$ cat src/rtl/nlg_pkg.sv
// Shared types and defaults for the two-level loop sequencer.
// Optional feature macro: NLG_AUTO_RESTART_EN (see nested_loop_gen.sv).
package nlg_pkg;

  localparam int NLG_W     = 8;
  localparam int NLG_CNT_W = 16;

  typedef enum logic [1:0] {
    NLG_IDLE = 2'd0,
    NLG_RUN  = 2'd1,
    NLG_DONE = 2'd2
  } nlg_state_e;

  localparam logic [1:0] ST_IDLE = 2'(NLG_IDLE);
  localparam logic [1:0] ST_RUN  = 2'(NLG_RUN);
  localparam logic [1:0] ST_DONE = 2'(NLG_DONE);

endpackage

$ cat src/rtl/nested_loop_gen_idx.sv
// W-bit loop index counter; wrap flags the increment that completes a lap.
// i_stay keeps the final index instead of returning to zero on that lap.
module nlg_idx_counter #(
  parameter int W = 8
) (
  input  logic         clk,
  input  logic         rst_n,
  input  logic         i_clr,
  input  logic         i_inc,
  input  logic         i_stay,
  input  logic [W-1:0] i_lim,
  output logic [W-1:0] o_value,
  output logic         o_wrap
);

  logic [W-1:0] r_value;
  logic [W-1:0] w_lim_m1;

  assign w_lim_m1 = i_lim - {{(W-1){1'b0}}, 1'b1};
  assign o_wrap   = i_inc & (r_value == w_lim_m1);
  assign o_value  = r_value;

  // index register: clear, step, or lap back to zero
  always_ff @(posedge clk) begin
    if (!rst_n) begin
      r_value <= {W{1'b0}};
    end else if (i_clr) begin
      r_value <= {W{1'b0}};
    end else if (i_inc) begin
      if (o_wrap) begin
        if (i_stay) begin
          r_value <= r_value;
        end else begin
          r_value <= {W{1'b0}};
        end
      end else begin
        r_value <= r_value + {{(W-1){1'b0}}, 1'b1};
      end
    end else begin
      r_value <= r_value;
    end
  end

endmodule

$ cat src/rtl/nested_loop_gen.sv
// Two-level loop sequencer: emits (x,y) beats, y innermost, over valid/ready.
// Define NLG_AUTO_RESTART_EN to loop forever (DONE -> RUN) until abort.
module nested_loop_gen
  import nlg_pkg::*;
#(
  parameter int W     = NLG_W,
  parameter int CNT_W = NLG_CNT_W
) (
  input  logic             clk,
  input  logic             rst_n,
  input  logic             start,
  input  logic             abort,
  input  logic [W-1:0]     x_lim,
  input  logic [W-1:0]     y_lim,
  output logic             out_valid,
  input  logic             out_ready,
  output logic [W-1:0]     x,
  output logic [W-1:0]     y,
  output logic [CNT_W-1:0] act_cnt,
  output logic             busy,
  output logic             done
);

  logic [1:0]       r_state;
  logic [W-1:0]     r_xl;
  logic [W-1:0]     r_yl;
  logic [CNT_W-1:0] r_act;
  logic             r_valid;
  logic             r_busy;
  logic             r_done;

  logic             w_xfer;
  logic             w_start_ok;
  logic             w_in_zero;
  logic             w_lat_zero;
  logic             w_y_wrap;
  logic             w_x_wrap;
  logic             w_clr;
  logic             w_restart;
  logic [W-1:0]     w_x;
  logic [W-1:0]     w_y;

  assign w_xfer     = r_valid & out_ready;
  assign w_start_ok = start & ~abort;
  assign w_in_zero  = (x_lim == {W{1'b0}}) | (y_lim == {W{1'b0}});
  assign w_lat_zero = (r_xl == {W{1'b0}}) | (r_yl == {W{1'b0}});

  // index clear on an accepted start or on an automatic relaunch
  always_comb begin
    w_restart = 1'b0;
`ifdef NLG_AUTO_RESTART_EN
    if ((r_state == ST_DONE) && r_done && !abort && !w_lat_zero) begin
      w_restart = 1'b1;
    end else begin
      w_restart = 1'b0;
    end
`endif
    if ((r_state == ST_IDLE) && w_start_ok) begin
      w_clr = 1'b1;
    end else begin
      w_clr = w_restart;
    end
  end

  // The outer wrap is the last beat; both counters hold their final index then.
  nlg_idx_counter #(.W(W)) u_y_cnt (
    .clk    (clk),
    .rst_n  (rst_n),
    .i_clr  (w_clr),
    .i_inc  (w_xfer),
    .i_stay (w_x_wrap),
    .i_lim  (r_yl),
    .o_value(w_y),
    .o_wrap (w_y_wrap)
  );

  nlg_idx_counter #(.W(W)) u_x_cnt (
    .clk    (clk),
    .rst_n  (rst_n),
    .i_clr  (w_clr),
    .i_inc  (w_y_wrap),
    .i_stay (w_x_wrap),
    .i_lim  (r_xl),
    .o_value(w_x),
    .o_wrap (w_x_wrap)
  );

  // control FSM, latched limits and beat counter
  always_ff @(posedge clk) begin
    if (!rst_n) begin
      r_state <= ST_IDLE;
      r_xl    <= {W{1'b0}};
      r_yl    <= {W{1'b0}};
      r_act   <= {CNT_W{1'b0}};
      r_valid <= 1'b0;
      r_busy  <= 1'b0;
      r_done  <= 1'b0;
    end else begin
      case (r_state)
        ST_IDLE: begin
          r_done <= 1'b0;
          if (w_start_ok) begin
            r_xl  <= x_lim;
            r_yl  <= y_lim;
            r_act <= {CNT_W{1'b0}};
            if (w_in_zero) begin
              r_state <= ST_DONE;
              r_valid <= 1'b0;
              r_busy  <= 1'b0;
            end else begin
              r_state <= ST_RUN;
              r_valid <= 1'b1;
              r_busy  <= 1'b1;
            end
          end
        end
        ST_RUN: begin
          if (w_xfer) begin
            r_act <= r_act + {{(CNT_W-1){1'b0}}, 1'b1};
          end
          if (abort) begin
            r_state <= ST_IDLE;
            r_valid <= 1'b0;
            r_busy  <= 1'b0;
            r_done  <= 1'b0;
          end else if (w_x_wrap) begin
            r_state <= ST_DONE;
            r_valid <= 1'b0;
            r_busy  <= 1'b0;
            r_done  <= 1'b1;
          end
        end
        ST_DONE: begin
          // Zero-trip loops arrive here with r_done low and pulse one cycle later.
          if (abort) begin
            r_state <= ST_IDLE;
            r_done  <= 1'b0;
          end else if (r_done) begin
            r_done <= 1'b0;
`ifdef NLG_AUTO_RESTART_EN
            if (w_lat_zero) begin
              r_state <= ST_DONE;
            end else begin
              r_state <= ST_RUN;
              r_valid <= 1'b1;
              r_busy  <= 1'b1;
              r_act   <= {CNT_W{1'b0}};
            end
`else
            r_state <= ST_IDLE;
`endif
          end else begin
            r_done <= 1'b1;
          end
        end
        default: begin
          r_state <= ST_IDLE;
          r_valid <= 1'b0;
          r_busy  <= 1'b0;
          r_done  <= 1'b0;
        end
      endcase
    end
  end

  assign out_valid = r_valid;
  assign busy      = r_busy;
  assign done      = r_done;
  assign act_cnt   = r_act;
  assign x         = w_x;
  assign y         = w_y;

endmodule

$ cat config.mk
export PLATFORM = sky130hd
export DESIGN_NAME = nested_loop_gen
export DESIGN_NICKNAME = d
export VERILOG_FILES = /design/src/rtl/nlg_pkg.sv /design/src/rtl/nested_loop_gen_idx.sv /design/src/rtl/nested_loop_gen.sv
export SDC_FILE = /design/constraint.sdc
export NUM_CORES = 1
export LEC_CHECK = 0
export ABC_CLOCK_PERIOD_IN_PS = 6400
export CORE_MARGIN = 1
export CORE_UTILIZATION = 56
export CTS_CLUSTER_DIAMETER = 200
export DETAILED_ROUTE_END_ITERATION = 6
export GPL_TIMING_DRIVEN = 0
export MAX_ROUTING_LAYER = met4
export PLACE_DENSITY_LB_ADDON = 0.05
export SYNTH_ARGS = -nofsm -noshare
export SYNTH_HDL_FRONTEND = slang
export SYNTH_SLANG_ARGS = --single-unit
$ cat constraint.sdc
create_clock -name clk -period 6.4 [get_ports clk]
set_input_delay 0.64 -clock clk [delete_from_list [all_inputs] [get_ports clk]]
set_output_delay 0.64 -clock clk [all_outputs]
set_load 0.02 [all_outputs]
==> flow_summary.yaml, run 1 <==
run_status:
  outcome: "completed"
setup_path:
  cp.depth: 12
  critPathRequiredTime_ps: 6640
  crit_top_cell: "buf_2"
  cpPeakStageDelay_ps: 400
  worstSetupStartpointType: "register"
  critPathArrivalTime_ps: 3040
  endpoint_kind: "register"
  crit_buf_inv: 4
  slowest_stage: "or4_1"
  critical_path.max_fanout: 10
  worstPathCellList: "buf_2 > inv_1 > ha_1 > buf_2 > or4_1 > mux2i_1 > o21ai_1 > a22o_2 > o21ai_1 > buf_2 > nand2_1 > a21oi_1"
  critPathTopFamily: "compound AO/OA/AOI/OAI gates"
  critical_path_class: "reg -> reg"
  reg2reg_depth: 12
power_and_ir_drop:
  p_clk_frac: 0.231
  p_sw_frac: 0.3635
  powerDensity_nw_per_um2: 239.0
  switchingPower_uw: 316.6
  pwr-share-seq: 0.428
  power_frac_comb: 0.341
  ir_drop_v: 0.0001611
  p_int_uw: 554.3
  p_leak_uw: 0.001379
global_route:
  grt_pass1_wl_mm: 10.89
  antenna_found_initial: 0
  grtUsageTotal: 0.2631
  grt_pass1_vias: 2418
  grt_max_degree: 19
  gr-total-overflow: 0
synth:
  yosysUniqueCellTypes: 52
  ys_seq_area_frac: 0.3559
  synth_top_flop_cell: "dfxtp_1"
  synthArstFlopShare: 0
  avgSynthCellArea_sq_um: 8.287
  yosysWarningCount: 0
  syn_nets: 382
  synth_edf_count: 0
  ys_ff_latch: 52
  syn_area_sq_um: 2925
  syn_inst: 353
clock_tree:
  clk_latency_ps: 310
  cts_max_level: 2
  cts-buffers-inserted: 5
  cts_tree: "built"
  clockBufferDepth: 2
  post-cts-setup-buffers: 0
  cts_root_buffer: "clkbuf_8"
  cts.clk_slew.worst_paths_ps: 100
  cts_resized: 0
  clkSinkCount: 52
  cts_hold_buf: 0
die:
  die_w_um: 74.28
  core_area_sq_um: 4880
  rows: 25
  die_area_sq_um: 5517
  die_h_um: 74.28
  ios: 56
  initial_utilization: 0.5995
route:
  via_per_inst: 5.693
  drtPass1Iterations: 4
  drc: 0
  ant_nets: 0
  vias: 2744
  drt_iter0_markers: 169
  routedWlPerCell_um: 14.03
  drt-total-wl_mm: 6.764
layout:
  diodes: 0
  stdcell_area_sq_um: 3643
  layout-drive-gt1-share: 0.06024
  area_growth_pct: 24.55
  final_common_cell: "clkdlybuf4s50_1"
  num-nets-final: 443
  mostFrequentLayoutCells: "54 x clkdlybuf4s50_1, 52 x dfxtp_1, 50 x nand2_1, 23 x nor2_1, 21 x xor2_1"
sta:
  setup_tns_ps: 0
  slew_headroom: 0.5710
  period_share: 0.4363
  finClkSkew_ps: 3.282
  max_clock_freq_mhz: 358.1
  layout_min_cycle_time_ps: 2792
  hold_viol: 0
  final_max_slew_viol_count: 0
  worst_slew_pin_slew_ps: 636.8
  setup_viol: 0
  rsz0062_at_grt: "no"
run:
  maxCapViolCount: 0
place:
  io_buffers: 54
  gp_congestion: 0.7899
  dp_hpwl_mm: 5.037
  placed_cell_area_sq_um: 3550
min_path:
  whs_path_depth: 2
  hold_path.class: "reg -> reg"
-- flip-flops by register name (all words and copies together), names as in the netlist --
| name | flops |
|---|---|
| r_xl | 8 |
| r_state | 2 |
| u_x_cnt.o_value | 8 |
| act_cnt | 16 |
| done | 1 |
| u_y_cnt.o_value | 8 |
| busy | 1 |
| r_yl | 8 |
-- through the flow --
step / std cells / setup slack, ps / hold WS [ps] / power, uW / util
final: 482 / 3608 / 487.6 / 870.8 / 0.7467
after global routing: 482 / 3427 / 510.6 / 923.5 / 0.7467
after CTS: 482 / 3606 / 486.6 / 872.8 / 0.7467
after detailed placement: 474 / 3545 / 473.8 / 674.6 / 0.7274
after global placement: 474 / 3528 / 465.6 / 666.3 / 0.7274
after floorplan: 353 / 4009 / 452.1 / 594.7 / -
-- layer usage --
layer	track usage	up-vias	part of all wire
met5	-	-	0
met2	0.4535	69	0.48
li1	-	1381	-
met4	0.07966	0	0.012
met3	0.04065	7	0.044
met1	0.3158	1287	0.47
-- kinds of logic (layout without fill, tap and decap cells) --
family | Yosys count | in the layout | synth area share
flip-flops | 52 | 52 | 0.3559
AND/OR/NAND/NOR | 153 | 153 | 0.2754
XOR/XNOR | 31 | 31 | 0.09538
adder cells (fa/ha/maj) | 8 | 8 | 0.03422
AO/OA/AOI/OAI | 74 | 74 | 0.1758
buffers and inverters | 29 | 91 | 0.04277
multiplexers | 6 | 6 | 0.02053
-- power by group through the flow --
stage                     clock network, uW  logic [uW]  registers [uW]
after CTS                               203         297             373
after floorplan                           0         214             381
after global routing                    215         331             377
final                                   201         297             373
after detailed placement                  0         294             380
after global placement                    0         288             379
-- synth_stat cells, drive strengths merged, types with 2 or more instances --
master	count	share of area
a211o	2	0.0060
and2	4	0.0086
nor4	7	0.019
nand3	19	0.033
nand2b	5	0.011
or3	4	0.0086
and3	10	0.021
a22o	2	0.0064
buf	6	0.013
clkbuf	9	0.012
mux2i	6	0.021
xnor2	10	0.033
o31ai	6	0.020
nand4	12	0.028
a31oi	6	0.013
nor3	5	0.012
a22oi	2	0.0051
a21o	2	0.0051
ha	8	0.034
and4	3	0.0090
nor2	23	0.030
dfxtp	52	0.36
or4	6	0.017
o21ai	15	0.026
xor2	21	0.063
inv	14	0.018
nand2	50	0.064
nor2b	2	0.0043
a21oi	12	0.021
a21boi	17	0.044
o211a	2	0.0068
-- cell type report --
class,count,area (sq um)
multi-input combinational,272,1759
fill,398,1236
sequential,52,1041
timing repair buffer,54,540.5
inverter,14,52.55
buffer,15,72.57
tap,67,83.83
clock buffer,5,68.82
clock inverter,3,25.02
-- tightest hold or removal path: stages (launching register included) --
cell	delay [ps]
dfxtp_1	340
nand2_1	60
mux2i_1	50
-- final timing paths --
| path | from | to | slack, ps |
|---|---|---|---|
| setup reg to reg | r_xl[0] | u_y_cnt.o_value[6] | 3610 |
| hold / removal | r_state[0] | r_state[0] | 490 |
| hold reg to reg | r_state[0] | r_state[0] | 490 |
| setup / recovery | r_xl[0] | u_y_cnt.o_value[6] | 3610 |
No activity file was read; power rests on OpenSTA's default activity.
==> inputs of run 2 (changes only) <==
--- a/config.mk
+++ b/config.mk
@@ -5,9 +5,9 @@
 export SDC_FILE = /design/constraint.sdc
 export NUM_CORES = 1
 export LEC_CHECK = 0
-export ABC_CLOCK_PERIOD_IN_PS = 6400
+export ABC_CLOCK_PERIOD_IN_PS = 2600
 export CORE_MARGIN = 1
-export CORE_UTILIZATION = 56
+export CORE_UTILIZATION = 52
 export CTS_CLUSTER_DIAMETER = 200
 export DETAILED_ROUTE_END_ITERATION = 6
 export GPL_TIMING_DRIVEN = 0
==> constraint.sdc (replaced) <==
create_clock -name clk -period 2.6 [get_ports clk]
set_input_delay 0.26 -clock clk [delete_from_list [all_inputs] [get_ports clk]]
set_output_delay 0.26 -clock clk [all_outputs]
set_load 0.02 [all_outputs]
==> flow_summary.yaml, run 2 (same netlist as run 1, synthesis figures left out) <==
run_status:
  outcome: "completed"
layout:
  num-nets-final: 446
  largest_reg_flops: 16
  layout.cells.non_filler: 488
  layout-drive-gt1-share: 0.1053
  area_growth_pct: 30.15
  diodes: 0
  mostFrequentLayoutCells: "54 x clkdlybuf4s50_1, 50 x dfxtp_1, 49 x nand2_1, 23 x nor2_1, 21 x xor2_1"
  stdcell_area_sq_um: 3807
  final_common_cell: "clkdlybuf4s50_1"
sta:
  layout_min_cycle_time_ps: 2534
  setup_viol: 0
  rsz0062_at_grt: "yes"
  finClkSkew_ps: 15.41
  period_share: 0.9745
  slew_headroom: 0.6879
  max_clock_freq_mhz: 394.7
  hold_viol: 0
  fin_ws_ps: 66.43
  worst_slew_pin_slew_ps: 464.8
  final_max_slew_viol_count: 0
clock_tree:
  cts_hold_buf: 0
  clkSinkCount: 52
  cts.clk_slew.worst_paths_ps: 110
  cts_root_buffer: "clkbuf_8"
  clk_latency_ps: 320
  clockBufferDepth: 2
  cts_max_level: 2
  cts-buffers-inserted: 5
  cts_tree: "built"
setup_path:
  r2r-start: "r_yl[0]"
  critPathRequiredTime_ps: 2840
  reg2reg_depth: 10
  critical_path.max_fanout: 5
  cpPeakStageDelay_ps: 530
  slowest_stage: "or4_1"
  endpoint_kind: "register"
  reg2reg_slack_ps: 70
  worstPathCellList: "inv_1 > ha_2 > and2_4 > a211o_1 > a31oi_4 > or4_4 > o31ai_4 > buf_4 > or4_1 > a21oi_2"
  critPathArrivalTime_ps: 2780
  reg2reg_to: "u_y_cnt.o_value[5]"
  worstSetupStartpointType: "register"
  critical_path_class: "reg -> reg"
global_route:
  grt_pass1_wl_mm: 11.29
  antenna_found_initial: 0
  gr-total-overflow: 0
  grt_pass1_vias: 2412
  grtUsageTotal: 0.2398
  grt_max_degree: 19
min_path:
  hold_path_end: "busy"
  hold_start: "rst_n"
  whs_path_depth: 3
  hold_path.class: "in -> reg"
route:
  drt-total-wl_mm: 6.689
  vias: 2740
  drtPass1Iterations: 5
  drc: 0
  ant_nets: 0
  via_per_inst: 5.615
  routedWlPerCell_um: 13.71
  drt_iter0_markers: 113
run:
  maxCapViolCount: 0
die:
  rows: 26
  core_area_sq_um: 5270
  die_w_um: 77.01
  die_area_sq_um: 5930
  ios: 56
  die_h_um: 77.01
  initial_utilization: 0.5551
place:
  dp_hpwl_mm: 4.875
  placed_cell_area_sq_um: 3553
  place_inst: 477
  preCtsSetupSlack_ps: -141.9
  gp_congestion: 0.8401
  io_buffers: 54
power_and_ir_drop:
  p_leak_uw: 0.001417
  powerDensity_nw_per_um2: 584.7
  ir_drop_v: 0.0003617
-- run 2: cell type report --
type / instances / area, sq um
flip-flops and latches: 52 / 1046
repair buffers: 58 / 568.0
inverters: 14 / 52.55
well taps: 70 / 87.58
multi-input cells: 272 / 1883
clock inverters: 3 / 25.02
fillers: 442 / 1463
plain buffers: 14 / 76.32
clock buffers: 5 / 68.82
-- run 2: what timing repair did --
| action | in CTS | in global routing |
|---|---|---|
| gates cloned | 0 | 1 |
| hold endpoints to repair | 0 | 0 |
| pin swaps | 0 | 6 |
| setup endpoints to repair | 15 | 30 |
| buffers inserted | 0 | 3 |
| gates resized for setup | 6 | 25 |
-- run 2: metrics by stage --
| step | TNS (ps) | total power [uW] | hold slack, ps | util |
|---|---|---|---|---|
| 4_1_cts | 0 | 2162 | 360.8 | 0.6963 |
| 6_report | 0 | 2226 | 370.5 | 0.7225 |
| 3_3_place_gp | -267.4 | 1643 | 464.8 | 0.6743 |
| 5_1_grt | -28.82 | 2375 | 384.7 | 0.7225 |
| 2_1_floorplan | 0 | 1464 | 404.9 | - |
| 3_5_place_dp | -1144 | 1665 | 473.7 | 0.6743 |
-- run 2: how the worst max path moves through the flow --
stage,startpoint,endpoint,slack (ps),cells past startpoint
floorplan,r_xl[0],u_x_cnt.o_value[1],210,12
global placement,r_xl[0],u_y_cnt.o_value[6],-50,12
detailed placement,r_xl[0],u_x_cnt.o_value[1],-140,12
CTS,r_xl[0],u_y_cnt.o_value[7],5,12
global route,r_yl[0],u_y_cnt.o_value[5],-30,10
finish,r_yl[0],u_y_cnt.o_value[5],70,10
-- run 2: routing by layer --
metal	GRT usage	wire (um)	up-vias	share of wire
met3	0.04643	244	16	0.036
met4	0.09434	165	0	0.025
met1	0.3137	3288	1273	0.49
met2	0.3643	2990	66	0.45
met5	-	0	-	0
li1	-	-	1385	-
-- run 2: worst max-delay path: cells and delay by family (launching register included) --
kind | cells | cell delay, ps
compound gates | 4 | 780
flops | 1 | 390
simple gates | 3 | 900
buf+inv | 2 | 200
fa+ha+maj | 1 | 200
-- run 2: power breakdown --
part,internal (uW),total (uW),switching (uW)
clock network,197,492,295
logic,351,810,458
registers,853,925,71.7
==> inputs of run 3 (changes only) <==
--- a/config.mk
+++ b/config.mk
@@ -13,6 +13,7 @@
 export GPL_TIMING_DRIVEN = 0
 export MAX_ROUTING_LAYER = met4
 export PLACE_DENSITY_LB_ADDON = 0.05
+export SKIP_LAST_GASP = 1
 export SYNTH_ARGS = -nofsm -noshare
 export SYNTH_HDL_FRONTEND = slang
 export SYNTH_SLANG_ARGS = --single-unit
==> results of run 3 <==
No change in the layout: final DEF, timing and power equal those of run 2.
